[src/rtl/branch_pc_unit_if.sv]
// rtl/branch_pc_unit_if.sv - control/status bundle between decode and the branch/PC unit
interface branch_pc_unit_if #(
  parameter int STACK_DEPTH = 4
) ();
  localparam int CNT_W = $clog2(STACK_DEPTH) + 1;

  logic             stall;
  logic             is_branch;
  logic             jump;
  logic             is_call;
  logic             is_ret;
  logic [15:0]      target;
  logic             clear_err;
  logic [15:0]      pc;
  logic             flush;
  logic             stack_overflow;
  logic             stack_underflow;
  logic [CNT_W-1:0] stack_count;

  modport master (
    output stall, is_branch, jump, is_call, is_ret, target, clear_err,
    input  pc, flush, stack_overflow, stack_underflow, stack_count
  );

  modport slave (
    input  stall, is_branch, jump, is_call, is_ret, target, clear_err,
    output pc, flush, stack_overflow, stack_underflow, stack_count
  );
endinterface

[src/rtl/branch_pc_unit.sv]
// rtl/branch_pc_unit.sv - program counter with branch/call/return redirect and circular return stack
module branch_pc_unit #(
  parameter logic [15:0] RESET_PC    = 16'h0000,
  parameter int          STACK_DEPTH = 4
) (
  input logic              clk,
  input logic              rst_n,
  branch_pc_unit_if.slave  bus
);
  localparam int PTR_W = $clog2(STACK_DEPTH);
  localparam int CNT_W = PTR_W + 1;
  localparam logic [CNT_W-1:0] FULL = CNT_W'(STACK_DEPTH);

  logic [15:0]      pc_q, pc_d;
  logic             flush_q, flush_d;
  logic             ovf_q, ovf_d;
  logic             unf_q, unf_d;
  logic [CNT_W-1:0] cnt_q, cnt_d;
  logic [PTR_W-1:0] sp_q, sp_d;
  logic [15:0]      stack_q [STACK_DEPTH];

  logic             push;
  logic [15:0]      pc_inc;
  logic [PTR_W-1:0] sp_m1;

  assign pc_inc = pc_q + 16'd1;
  assign sp_m1  = sp_q - PTR_W'(1);

  // sp_q always names the next free slot; when full it wraps onto the oldest entry,
  // so a push while full overwrites that entry without extra bookkeeping.
  always_comb begin
    pc_d    = pc_inc;
    flush_d = 1'b0;
    cnt_d   = cnt_q;
    sp_d    = sp_q;
    push    = 1'b0;
    ovf_d   = bus.clear_err ? 1'b0 : ovf_q;
    unf_d   = bus.clear_err ? 1'b0 : unf_q;

    if (bus.stall) begin
      pc_d  = pc_q;
      ovf_d = ovf_q;
      unf_d = unf_q;
    end else if (bus.is_ret) begin
      if (cnt_q != '0) begin
        pc_d    = stack_q[sp_m1];
        sp_d    = sp_m1;
        cnt_d   = cnt_q - CNT_W'(1);
        flush_d = 1'b1;
      end else begin
        unf_d = 1'b1;
      end
    end else if (bus.is_call) begin
      push    = 1'b1;
      pc_d    = bus.target;
      sp_d    = sp_q + PTR_W'(1);
      flush_d = 1'b1;
      if (cnt_q == FULL) begin
        ovf_d = 1'b1;
      end else begin
        cnt_d = cnt_q + CNT_W'(1);
      end
    end else if (bus.is_branch && bus.jump) begin
      pc_d    = bus.target;
      flush_d = 1'b1;
    end
  end

  always_ff @(posedge clk or negedge rst_n) begin
    if (!rst_n) begin
      pc_q    <= RESET_PC;
      flush_q <= 1'b0;
      ovf_q   <= 1'b0;
      unf_q   <= 1'b0;
      cnt_q   <= '0;
      sp_q    <= '0;
    end else begin
      pc_q    <= pc_d;
      flush_q <= flush_d;
      ovf_q   <= ovf_d;
      unf_q   <= unf_d;
      cnt_q   <= cnt_d;
      sp_q    <= sp_d;
    end
  end

  // Entry contents are don't-care after reset; only the pointer and count are cleared.
  always_ff @(posedge clk) begin
    if (push) begin
      stack_q[sp_q] <= pc_inc;
    end
  end

  assign bus.pc              = pc_q;
  assign bus.flush           = flush_q;
  assign bus.stack_overflow  = ovf_q;
  assign bus.stack_underflow = unf_q;
  assign bus.stack_count     = cnt_q;
endmodule

[src/flat_wrapper.sv]
// flat-port wrapper written by rule: the top's interface ports become plain ports
module branch_pc_unit_flat 
#(
  parameter logic [15:0] RESET_PC    = 16'h0000,
  parameter int          STACK_DEPTH = 4
)
  (clk, rst_n, bus_stall, bus_is_branch, bus_jump, bus_is_call, bus_is_ret, bus_target, bus_clear_err, bus_pc, bus_flush, bus_stack_overflow, bus_stack_underflow, bus_stack_count);
  branch_pc_unit_if #(.STACK_DEPTH(STACK_DEPTH)) bus_i ();
  input logic clk;
  input logic rst_n;
  input wire logic [$bits(bus_i.stall)-1:0] bus_stall;
  input wire logic [$bits(bus_i.is_branch)-1:0] bus_is_branch;
  input wire logic [$bits(bus_i.jump)-1:0] bus_jump;
  input wire logic [$bits(bus_i.is_call)-1:0] bus_is_call;
  input wire logic [$bits(bus_i.is_ret)-1:0] bus_is_ret;
  input wire logic [$bits(bus_i.target)-1:0] bus_target;
  input wire logic [$bits(bus_i.clear_err)-1:0] bus_clear_err;
  output wire logic [$bits(bus_i.pc)-1:0] bus_pc;
  output wire logic [$bits(bus_i.flush)-1:0] bus_flush;
  output wire logic [$bits(bus_i.stack_overflow)-1:0] bus_stack_overflow;
  output wire logic [$bits(bus_i.stack_underflow)-1:0] bus_stack_underflow;
  output wire logic [$bits(bus_i.stack_count)-1:0] bus_stack_count;
  assign bus_i.stall = bus_stall;
  assign bus_i.is_branch = bus_is_branch;
  assign bus_i.jump = bus_jump;
  assign bus_i.is_call = bus_is_call;
  assign bus_i.is_ret = bus_is_ret;
  assign bus_i.target = bus_target;
  assign bus_i.clear_err = bus_clear_err;
  assign bus_pc = bus_i.pc;
  assign bus_flush = bus_i.flush;
  assign bus_stack_overflow = bus_i.stack_overflow;
  assign bus_stack_underflow = bus_i.stack_underflow;
  assign bus_stack_count = bus_i.stack_count;
  branch_pc_unit #(.RESET_PC(RESET_PC), .STACK_DEPTH(STACK_DEPTH)) u_core (.clk(clk), .rst_n(rst_n), .bus(bus_i));
endmodule
[config.mk]
export PLATFORM = sky130hd
export DESIGN_NAME = branch_pc_unit_flat
export DESIGN_NICKNAME = d
export VERILOG_FILES = /design/src/rtl/branch_pc_unit_if.sv /design/src/rtl/branch_pc_unit.sv /design/src/flat_wrapper.sv
export SDC_FILE = /design/constraint.sdc
export NUM_CORES = 1
export LEC_CHECK = 0
export ABC_AREA = 1
export BUFFER_PORTS_ARGS = -buffer_cell sky130_fd_sc_hd__clkbuf_2
export CORE_UTILIZATION = 35
export CTS_CLUSTER_SIZE = 25
export DETAILED_ROUTE_END_ITERATION = 8
export GPL_ROUTABILITY_DRIVEN = 1
export HOLD_SLACK_MARGIN = 0.05
export REMOVE_ABC_BUFFERS = 1
export SLEW_MARGIN = 5
export SYNTH_ARGS = -nofsm -noshare
export SYNTH_HDL_FRONTEND = slang
export SYNTH_SLANG_ARGS = --single-unit
export TNS_END_PERCENT = 5
[constraint.sdc]
create_clock -name clk -period 2.01 [get_ports clk]
set_clock_uncertainty 0.15 [all_clocks]
set_input_delay 0.1005 -clock clk [delete_from_list [all_inputs] [get_ports clk]]
set_output_delay 0.1005 -clock clk [all_outputs]
set_load 0.02 [all_outputs]
==> results of run 1 <==
==> placed cells by master, fill, tap and decap left out <==
master / synthesis / layout
dlygate4sd3_1: 0 / 20
o211ai_1: 4 / 4
bufinv_16: 0 / 2
edfxtp_1: 64 / 64
or2_2: 1 / 1
nor2_2: 6 / 5
xnor2_1: 5 / 5
nor2_1: 75 / 75
xor2_2: 2 / 2
nand3_1: 41 / 41
nor2_4: 3 / 4
inv_2: 4 / 4
dfrtp_2: 0 / 1
nand3_2: 2 / 2
a21oi_4: 1 / 1
o21ai_1: 7 / 7
clkbuf_8: 0 / 1
a31oi_1: 3 / 3
o21ai_0: 29 / 29
inv_1: 35 / 35
xnor2_2: 1 / 1
and2_1: 1 / 1
a211oi_1: 1 / 1
clkbuf_16: 0 / 9
fa_1: 1 / 1
nand3b_1: 1 / 1
dfrtp_1: 24 / 23
clkbuf_2: 0 / 45
clkinv_1: 1 / 3
clkbuf_1: 5 / 2
nand4_1: 4 / 4
o22ai_1: 5 / 5
a21oi_1: 21 / 21
nand2_1: 97 / 97
xor2_1: 4 / 4
nand3b_2: 1 / 1
buf_4: 3 / 28
ha_1: 5 / 5
buf_12: 0 / 2
==> flip-flops by register name, indices dropped and copies added (netlist names) <==
name	flops
u_core.bus.flush	1
u_core.bus.pc	16
u_core.bus.stack_count	3
u_core.bus.stack_overflow	1
u_core.bus.stack_underflow	1
u_core.sp_q	2
u_core.stack_q	64
==> power by group through the flow <==
| stage | registers, mW | clock network [mW] | logic (mW) |
|---|---|---|---|
| 2_1_floorplan | 3.02 | 0 | 1.75 |
| 3_3_place_gp | 2.80 | 0 | 3.20 |
| 3_5_place_dp | 2.81 | 0 | 3.26 |
| 4_1_cts | 2.78 | 1.82 | 3.31 |
| 5_1_grt | 2.83 | 1.89 | 3.67 |
| 6_report | 2.78 | 1.79 | 3.30 |
==> metrics by stage <==
| step | setup TNS [ps] | cell area [sq um] | cells | total power, mW |
|---|---|---|---|---|
| 6_report | 0 | 5477 | 728 | 7.868 |
| 5_1_grt | 0 | 5477 | 728 | 8.386 |
| 4_1_cts | 0 | 5470 | 728 | 7.910 |
| 3_5_place_dp | 0 | 4956 | 692 | 6.076 |
| 3_3_place_gp | 0 | 4956 | 692 | 6.001 |
| 2_1_floorplan | -37300 | 4270 | 449 | 4.776 |
==> cells by family (layout without fill, tap and decap cells) <==
kind of cell | count (synthesis) | after routing | synth area share
simple gates | 232 | 232 | 0.2287
flops | 88 | 88 | 0.5778
compound gates | 71 | 71 | 0.08914
buf+inv | 59 | 151 | 0.05618
xor+xnor | 12 | 12 | 0.02923
fa+ha+maj | 6 | 6 | 0.01892
==> area by class of cell <==
cell class                 instances  area (sq um)  area share
multi-input combinational        321          1603      0.2927
inverter                          40         150.1     0.02742
clock buffer                      12         246.5     0.04501
sequential                        88          2524      0.4608
tap                              168         210.2     0.03838
clock inverter                     4         67.56     0.01234
timing repair buffer              95         675.6      0.1234
==> metal layers <==
layer,global-route usage,wire length (um),up-vias
met4,0.08333,233,0
met2,0.3089,5456,112
met1,0.2750,5451,1700
met5,0,0,-
li1,-,-,1740
met3,0.03348,682,19
==> repair_timing <==
| item | in CTS | in global routing |
|---|---|---|
| hold buffers | 20 | 0 |
| endpoints found under the setup margin | 0 | 5 |
| gates resized for setup | 0 | 2 |
| endpoints found under the hold margin | 42 | 0 |
==> cells in the mapped netlist, types with 6 or more instances <==
| cell type | number |
|---|---|
| a21oi_1 | 21 |
| buf_2 | 10 |
| dfrtp_1 | 24 |
| edfxtp_1 | 64 |
| inv_1 | 35 |
| nand2_1 | 97 |
| nand3_1 | 41 |
| nor2_1 | 75 |
| nor2_2 | 6 |
| o21ai_0 | 29 |
| o21ai_1 | 7 |
==> worst max-delay path by stage <==
stage,cells past startpoint,startpoint,to
after floorplan,10,u_core.sp_q[0]$_DFFE_PN0P_,u_core.bus.pc[13]$_DFFE_PN0N_
after global placement,6,u_core.sp_q[0]$_DFFE_PN0P_,u_core.stack_q[2][14]$_DFFE_PP_
after detailed placement,8,u_core.bus.pc[0]$_DFFE_PN0N_,u_core.bus.pc[10]$_DFFE_PN0N_
after CTS,8,u_core.bus.pc[0]$_DFFE_PN0N_,u_core.bus.pc[10]$_DFFE_PN0N_
after global routing,7,u_core.bus.pc[3]$_DFFE_PN0N_,u_core.bus.pc[9]$_DFFE_PN0N_
final,8,u_core.bus.pc[0]$_DFFE_PN0N_,u_core.bus.pc[10]$_DFFE_PN0N_
==> worst reg2reg max path, delay by kind of cell, from the launching register on <==
kind	cells	cell delay (ps)
AOI/OAI and AO/OA	3	370
adders and majority gates	1	240
DFF	1	420
and+or+nand+nor	4	550
==> results.txt, run 1 <==
The run finished with clean final reports. The netlist uses 34 different library cells. The clock reaches the later pin of the worst-skew pair after 340 ps. The worst setup path is of the flip-flop to flip-flop kind. The portion of synthesized cell area occupied by the leading cell type is 0.4402. The worst hold-check slack came out at 68.04 ps.

The clock transition at the register clock pins on the worst setup and hold paths after CTS came out at 60 ps. The actual transition at the worst max-transition pin came out at 753.5 ps. The number of antenna cells inserted is 0. The worst hold path belongs to the class primary input to flip-flop. In this run, CTS created clock tree buffers numbering 9. The number of cells on the worst hold path is 4. The detail route stage leaves a number of antenna-violating nets equal to 0. The max-slew violation total from the final report is 0. The logic gate share of total power came out at 0.420. The remaining global-route overflow came out at 0. Setup repair after global routing left no endpoint under its margin. The number of endpoints with negative hold slack in the final report came out at 0. The proportion of synthesized flip-flops having asynchronous set or reset came out at 0.2727.

The count of TritonRoute iterations in the first routing pass came out at 5. The smallest setup slack after layout is 161.3 ps. Across the VDD grid, the largest voltage drop is 0.0006628 V. The sequential element share of the synthesized area came out at 0.5778. Before CTS, the worst setup slack after placement is 120.5 ps.

The internal portion of the total power is 4.743 mW. The area growth from synthesis to final layout is 25.45%. The largest total area in the synthesized netlist belongs to edfxtp_1. The category of cells accounting for the largest share of critical-path delay is simple AND/OR/NAND/NOR gates. During placement, the flow inserted port buffers numbering 45. The routability congestion estimate is 0.8205. The post-route DRC violation count is 0. In this run the post-CTS setup repair buffer count came out at 0. The critical path contains buffers and inverters numbering 0 combined. Clock tree synthesis found a total of 88 sinks. Power spread over the standard cell area amounts to 1437 nW/um^2.

The worst setup path is launched from a flip-flop. Derived from the worst setup path, the maximum achievable clock frequency is 540.9 MHz. The overall routing resource usage came out at 0.1986. The synthesized flop and latch total came out at 88. For hold timing, the worst endpoint is u_core.bus.pc[1]$_DFFE_PN0N_.

The slowest stage of the critical path belongs to the cell dfrtp_2. Summed over all nets, the half-perimeter wirelength after detailed placement is 7908 um. The via count of the routed design is 3571. The fraction of the cycle the final worst path needs is 0.9198. Counting stages on the worst path, the most repeated cell is nand2_1.

The remaining max-slew budget at the tightest pin came out at 0.4977. The row count came out at 40. After the first detailed-routing iteration, the DRC count stood at 256.

The overall die height came out at 113.7 um. The mapped netlist covers 4365 sq um. The static leakage is 2.289 nW. The average wire per cell in the routed design came out at 16.24 um.

The worst register-to-register path ends at u_core.bus.pc[10]$_DFFE_PN0N_. The longest clock path from root to sink contains 2 buffers. The smallest clock period supported by the final layout is computed as 1849 ps.

For this run, the slowest stage of the critical path takes 420 ps. The setup check on the worst reg-to-reg path leaves a slack of 160 ps. The number of cell instances on the worst register-to-register path came out at 8. In this run, synthesis inferred 64 flip-flops with an integrated enable. Max-cap violations in this run came to 0. The data arrival at the endpoint of the critical path came out at 1920 ps.

The maximum fanout along the worst path is 6. The share of total power dissipated in sequential elements is 0.353. STA puts the critical path data required time at 2080 ps.

The hold path startpoint is bus_is_ret. The part of the total power dissipated in the clock network came out at 0.227. The detailed-route wire length is 11820 um. In the routed layout, each cell is associated on average with a via count of 4.905. The final-stage net count came out at 585.

The largest net degree at the start of global routing came out at 33. The net switching power came out at 3.124 mW. In this run the clock root is driven by a clkbuf_16. The global-route wire length before repair came out at 18890 um. The average instance area after synthesis is 9.328 sq um. STA classifies the critical path endpoint as a flip-flop.

The area enclosed by the die boundary came out at 12920 sq um. The critical path goes through ha_1, nand2_1, nor2_2, nand2_1, o21ai_1, nand2_1, a21oi_1, a21oi_1. The yosys synthesis warning count came out at 0. The final core utilization came out at 0.4540. The layout filler cell count is 1177. The setup violation total in the final timing report came out at 0. The number of top-level design ports is 46. For this run, the leading register cell type out of synthesis is edfxtp_1.

The initial core utilization came out at 0.3619. The fraction of final layout cells sized beyond drive strength 1 is 0.1946. Ranked by total cell area, the synthesized netlist is headed by edfxtp_1 (44%), dfrtp_1 (14%), nand2_1 (8.3%). The number of global-route vias before repair was 3492. The total number of H-tree levels is 3. The region available for standard cell placement spans 12060 sq um.

The post-synthesis cell count is 468. In this run the horizontal extent of the chip is 113.7 um. The startpoint of the worst register-to-register path is u_core.bus.pc[0]$_DFFE_PN0N_. The switching share of total power is 0.3971. The TritonCTS clock tree is done. The number of antenna violations at the first check in global routing is 0.
No activity file was read; power rests on OpenSTA's default activity.
==> run 2: changes to the inputs <==
Clock period 2.01 ns to 2.1 ns, I/O delays scaled along.
==> results.txt, run 2 (synthesis results as in run 1) <==
The worst setup timing slack at the placement stage came out at 236.4 ps (+116.0 ps). The flip-flop count of the largest register after layout was 64 (unchanged). The setup TNS after final layout is 0 ps (unchanged). The total number of H-tree levels is 3 (unchanged). The largest net degree at the start of global routing came to 33 (unchanged). The number of antenna violations at the first check in global routing is 0 (unchanged). The remaining max-slew budget at the tightest pin is 0.5063 (+0.008609). The data arrival at the endpoint of the critical path is 2110 ps (+190 ps). The max-slew violation total from the final report came out at 0 (unchanged).

The number of routed nets with antenna violations came out at 0 (unchanged). The buffer count from post-CTS setup fixing is 0 (unchanged). The fraction of the cycle the final worst path needs is 0.9414. The clock transition at the register clock pins on the worst setup and hold paths after CTS is 60 ps (about the same). The worst supply voltage drop on vdd is 0.0006459 V (-2.6%). STA classifies the critical path endpoint as a flip-flop. The actual transition at the worst max-transition pin is 740.6 ps (-12.91 ps). The count of TritonRoute iterations in the first routing pass is 4 (-1). The row count is 40 (unchanged). The area growth from synthesis to final layout is 24.30%. The average wire per cell in the routed design came out at 15.86 um (-2.4%). The static leakage came out at 2.254 nW (-1.5%).

The maximum count of clock buffers along a single path came out at 2 (unchanged). Setup repair after global routing left no endpoint under its margin. The number of port buffers was 45 (unchanged).

The final critical-path required period came out at 1977 ps. The area of the placeable core came out at 12060 sq um (unchanged). The TritonCTS clock tree is done. The number of global-route vias before repair came out at 3357 (-3.9%). The smallest setup slack after layout is 123.1 ps (-38.21 ps). The total power per unit cell area came out at 1369 nW/um^2 (-4.7%). The detailed-route wire length came out at 11430 um (-3.3%). The global-route wire length before repair came out at 18300 um (-3.1%). The run finished with clean final reports. The worst setup path is of the primary input to flip-flop kind.

The clock buffer count from CTS came out at 9 (unchanged). The via count of the routed design is 3517 (-1.5%). The worst setup path is launched from a primary input. The number of endpoints with negative hold slack in the final report came to 0 (unchanged). The clock latency on the worst-skew pair is 340 ps (about the same). The library cell used most frequently in the layout, excluding fill and tap cells, is nand2_1.

The sum of internal, switching and leakage power is 7.426 mW (-5.6%). Counting flops per register, the top entry is u_core.stack_q. The final design area excluding fillers is 5426 sq um (-0.91%). The library cell used as clock root buffer is clkbuf_16. The final-stage net count came out at 578 (-1.2%). The number of top-level design ports was 46 (unchanged).

The area enclosed by the die boundary is 12920 sq um (unchanged). The highest attainable clock frequency is 505.8 MHz. The DRC marker count from the first detailed-route iteration came out at 332 (+30%). The count of max-cap constraint violations came out at 0 (unchanged). The horizontal die dimension is 113.7 um (unchanged). The routability congestion estimate came out at 0.7863 (-4.2%). The library cells used most frequently in the layout, excluding fill and tap cells, are nand2_1 (97), nor2_1 (75), edfxtp_1 (64), clkbuf_2 (45), nand3_1 (41).

The tightest min-delay check is of the primary input to flip-flop type. The post-detailed-placement cell area is 4903 sq um (-1.1%). The setup violation total in the final timing report came out at 0 (unchanged). The layout filler cell count is 1148 (-2.5%).

The final HPWL from detailed placement is 7545 um (-4.6%). The number of antenna cells inserted is 0 (unchanged). The fraction of final layout cells sized beyond drive strength 1 is 0.1899 (-0.004769). The required arrival time at the worst endpoint came out at 2230 ps (+150 ps). The post-route DRC violation count came to 0 (unchanged). The number of clock sinks came out at 88 (unchanged). The maximum fanout along the worst path is 2 (-4). The via count normalized by instance count came to 4.878 (-0.56%). The initial core utilization is 0.3619 (unchanged). The overall routing resource usage is 0.1911 (-0.007459). The remaining global-route overflow is 0 (unchanged). The overall die height is 113.7 um (unchanged).
==> run 2: cell count changes in the layout (fill, tap and decap cells not counted), moves of 2 or more <==
cell	previous run	this run
clkbuf_1	2	0
clkinv_4	0	2
buf_4	28	21
clkinvlp_4	0	2
==> run 2: metrics by stage <==
stage	instances	utilization	hold slack, ps
floorplan	449	-	-340.6
global placement	685	0.4065	63.50
detailed placement	685	0.4065	59.58
CTS	721	0.4498	63.25
global route	721	0.4499	89.26
finish	721	0.4499	64.22
==> run 2: what timing repair did <==
| item | in CTS | in global routing |
|---|---|---|
| endpoints found under the setup margin | 0 | 1 |
| gates resized for setup | 0 | 1 |
| endpoints found under the hold margin | 43 | 0 |
| hold buffers | 20 | 0 |
==> run 2: worst paths after layout <==
check                                                             from                                      to  slack [ps]  cells past startpoint
min in group asynchronous                                        rst_n           u_core.bus.pc[12]$_DFFE_PN0N_         200                      2
max in group asynchronous                                        rst_n            u_core.bus.pc[0]$_DFFE_PN0N_        1080                      2
worst max-delay path                                          bus_jump              u_core.bus.flush$_DFF_PN0_         120                      6
worst max register to register   u_core.bus.stack_count[1]$_DFFE_PN0P_              u_core.bus.flush$_DFF_PN0_         130                      6
worst min register to register  u_core.bus.stack_underflow$_DFFE_PN0N_  u_core.bus.stack_underflow$_DFFE_PN0N_         380                      2
worst min-delay path                                       bus_is_call   u_core.bus.stack_overflow$_DFFE_PN0N_          60                      3
==> run 2: final cells by class <==
| class | instances | area [sq um] | share of cell area |
|---|---|---|---|
| well taps | 168 | 210.2 | 0.03874 |
| multi-input cells | 321 | 1598 | 0.2944 |
| repair buffers | 88 | 623.1 | 0.1148 |
| clock inverters | 7 | 96.34 | 0.01775 |
| clock buffers | 9 | 225.2 | 0.04150 |
| inverters | 40 | 150.1 | 0.02767 |
| flip-flops and latches | 88 | 2524 | 0.4651 |
==> run 2: critical path, stage by stage <==
cell           delay, ps
dlygate4sd3_1        520
clkbuf_2              90
nand2_1               70
dlygate4sd3_1        570
a211oi_1             180
dlygate4sd3_1        570
==> run 2: power by group <==
group	internal [mW]	leakage, nW	switching, mW
combinational	1.04	1.25	1.99
clock	1.04	0.149	0.677
sequential	2.36	0.854	0.320
total	4.44	2.25	2.99
==> run 2: layer usage <==
layer / vias up / track usage / share of wire / wire [um]
met5: - / 0 / 0 / 0
met2: 94 / 0.2967 / 0.47 / 5345
li1: 1722 / - / - / -
met4: 0 / 0.06404 / 0.013 / 147
met1: 1690 / 0.2696 / 0.47 / 5348
met3: 11 / 0.03507 / 0.052 / 590
==> run 3: changes to the inputs <==
Settings changed: PLACE_DENSITY set to 0.52.
==> results.txt, run 3 (synthesis results as in run 1) <==
The critical path in this run is classified as primary input to flip-flop. The total of hold buffers inserted after clock tree synthesis came to 17 (-15%). In the layout the commonest cells are nand2_1 (97), nor2_1 (75), edfxtp_1 (64), clkbuf_2 (45), nand3_1 (41). The number of antenna cells inserted was 0 (unchanged). The via count normalized by instance count came out at 4.873 (about the same). The number of endpoints with negative hold slack in the final report came out at 0 (unchanged). The via count of the routed design came out at 3499 (-0.51%).

The global-route wire length before repair came to 18420 um (+0.64%). The count of TritonRoute iterations in the first routing pass was 5 (+1). The area enclosed by the die boundary came out at 12920 sq um (unchanged). The worst hold-check slack is 56.18 ps (-8.034 ps). The number of clock sinks came out at 88 (unchanged).

The buffer count from post-CTS setup fixing was 0 (unchanged). TritonCTS built the clock tree. The remaining max-slew budget at the tightest pin came out at 0.4956 (-0.01069). The max-slew violation total from the final report came out at 0 (unchanged). The actual transition at the worst max-transition pin came out at 756.6 ps (+16.04 ps). The area growth from synthesis to final layout came out at 22.07%. The worst setup timing slack at the placement stage is 248.2 ps (+11.78 ps).

The routability congestion estimate came out at 0.8223 (+4.6%). The DRC marker count from the first detailed-route iteration came out at 229 (-31%). The number of resized instances in the post-cts repair step came out at 0 (unchanged). Grouping stages by cell kind, the critical path spends the most delay in buffers and inverters. The worst supply voltage drop on vdd is 0.0007196 V (+11%). The post-route DRC violation count is 0 (unchanged).

The endpoint class of the critical path is a flip-flop. The highest attainable clock frequency came out at 492.9 MHz (-2.6%). The flip-flop count of the largest register after layout came out at 64 (unchanged). Setup repair after global routing left no endpoint under its margin. The fraction of met3 tracks used by global routing is 0.02816 (-0.006908). The sum of internal, switching and leakage power is 7.116 mW (-4.2%). The clock latency on the worst-skew pair came out at 340 ps (about the same). The delay contributed by the slowest stage of the critical path came out at 580 ps (about the same). The library cell used most frequently in the layout, excluding fill and tap cells, is nand2_1. The final HPWL from detailed placement was 7924 um (+5.0%).

The run finished with clean final reports. The net switching power is 2.913 mW (-2.5%). The clock transition at the register clock pins on the worst setup and hold paths after CTS came out at 60 ps (about the same). The number of top-level design ports is 46 (unchanged). The signal on the critical path passes through dlygate4sd3_1, clkbuf_2, nand2_1, dlygate4sd3_1, a211oi_1, dlygate4sd3_1. The layout filler cell count was 1173 (+2.2%). The setup TNS after final layout came to 0 ps (unchanged). The smallest setup slack after layout came out at 71.00 ps (-52.10 ps). The final critical-path required period was 2029 ps (+52.10 ps). The met1 capacity usage during global routing came out at 0.2630 (-0.006613). The fraction of final layout cells sized beyond drive strength 1 came out at 0.1800 (-0.009873). The internal cell power came out at 4.203 mW (-5.3%). On the critical path, the stage with the largest delay is an instance of dlygate4sd3_1. The row count is 40 (unchanged).

The sequential power share is 0.375 (+0.015). The setup violation total in the final timing report came to 0 (unchanged). The top register by number of flip-flops is u_core.stack_q. The post-detailed-placement cell area is 4911 sq um (+0.15%). The global-route layer with the greatest usage is met2. STA classifies the critical path startpoint as a primary input. The final-stage net count is 576 (-0.35%).

The count of max-cap constraint violations was 0 (unchanged). The sum of buffers and inverters on the critical path is 4 (unchanged). The maximum count of clock buffers along a single path came out at 2 (unchanged). The fraction of the cycle the final worst path needs is 0.9662 (+0.02481). The library cell used as clock root buffer is clkbuf_16. The area of the placeable core is 12060 sq um (unchanged). The average wire per cell in the routed design is 16.28 um (+2.7%). The number of port buffers is 45 (unchanged).

The overall die height came to 113.7 um (unchanged). The overall routing resource usage is 0.1955 (+0.004444). The detailed-route wire length is 11690 um (+2.3%). The number of antenna violations at the first check in global routing was 0 (unchanged).

The total power per unit cell area is 1335 nW/um^2 (-2.4%). The maximum fanout along the worst path came out at 2 (unchanged). The part of the total power dissipated in the clock network is 0.196 (-0.035).

The final design area excluding fillers came to 5329 sq um (-1.8%). The worst hold path belongs to the class primary input to flip-flop. The horizontal die dimension came out at 113.7 um (unchanged). The data arrival at the endpoint of the critical path is 2150 ps (+40 ps). The static leakage is 2.221 nW (-1.5%). The met2 global-route usage was 0.3211 (+0.02439).

The clock buffer count from CTS came out at 9 (unchanged). The required arrival time at the worst endpoint is 2230 ps (about the same). The number of global-route vias before repair is 3334 (-0.69%).

The cell occurring most often along the worst timing path is dlygate4sd3_1. The total number of H-tree levels is 3 (unchanged). The logic gate share of total power came out at 0.429 (+0.021). The remaining global-route overflow came out at 0 (unchanged). The largest net degree at the start of global routing is 33 (unchanged). The number of routed nets with antenna violations is 0 (unchanged).

The switching share of total power is 0.4093 (+0.007249). The initial core utilization is 0.3619 (unchanged).
-- run 3: cell count changes in the layout (fill, tap and decap cells not counted) --
cell	before	now
bufinv_16	2	0
clkinv_4	2	0
clkinv_1	2	4
buf_4	21	22
clkbuf_1	0	3
dfrtp_2	1	0
dlygate4sd3_1	20	17
dfrtp_1	23	24
clkinvlp_4	2	0
-- run 3: worst reg2reg max path: cells and delay by family, from the launching register on --
| kind | cells | cell delay [ps] |
|---|---|---|
| buffers and inverters | 2 | 790 |
| flip-flops | 1 | 430 |
| AND/OR/NAND/NOR | 3 | 390 |
| AO/OA/AOI/OAI | 1 | 70 |
-- run 3: area by class of cell --
class | count | area [sq um] | area share
Inverter | 40 | 150.1 | 0.02818
Clock buffer | 12 | 236.5 | 0.04438
Multi-Input combinational cell | 321 | 1598 | 0.2998
Sequential cell | 88 | 2522 | 0.4734
Tap cell | 168 | 210.2 | 0.03945
Clock inverter | 3 | 11.26 | 0.002113
Timing Repair Buffer | 86 | 600.6 | 0.1127
-- run 3: metal layers --
layer,vias to the layer above,share of wire
li1,1716,-
met1,1705,0.48
met2,68,0.47
met3,10,0.037
met4,0,0.014
met5,-,0
-- run 3: final timing paths --
path | start | endpoint | slack, ps | cells past startpoint
setup / recovery | bus_jump | u_core.bus.flush$_DFF_PN0_ | 70 | 6
hold / removal | bus_target[0] | u_core.bus.pc[0]$_DFFE_PN0N_ | 60 | 5
setup reg to reg | u_core.bus.stack_count[1]$_DFFE_PN0P_ | u_core.bus.flush$_DFF_PN0_ | 160 | 6
hold reg to reg | u_core.bus.stack_underflow$_DFFE_PN0N_ | u_core.bus.stack_underflow$_DFFE_PN0N_ | 370 | 2
max in group asynchronous | rst_n | u_core.bus.pc[7]$_DFFE_PN0N_ | 1100 | 2
min in group asynchronous | rst_n | u_core.bus.pc[9]$_DFFE_PN0N_ | 210 | 2
-- run 3: through the flow --
step                      std cells    util
final                           718  0.4418
after global routing            718  0.4418
after CTS                       718  0.4418
after detailed placement        686  0.4072
after global placement          686  0.4072
after floorplan                 449       -
-- run 3: power groups by stage --
stage | logic [mW] | clock network, mW | registers (mW)
5_1_grt | 3.41 | 1.50 | 2.71
6_report | 3.05 | 1.39 | 2.67
3_3_place_gp | 3.00 | 0 | 2.70
2_1_floorplan | 1.68 | 0 | 2.89
4_1_cts | 3.09 | 1.43 | 2.67
3_5_place_dp | 3.05 | 0 | 2.71
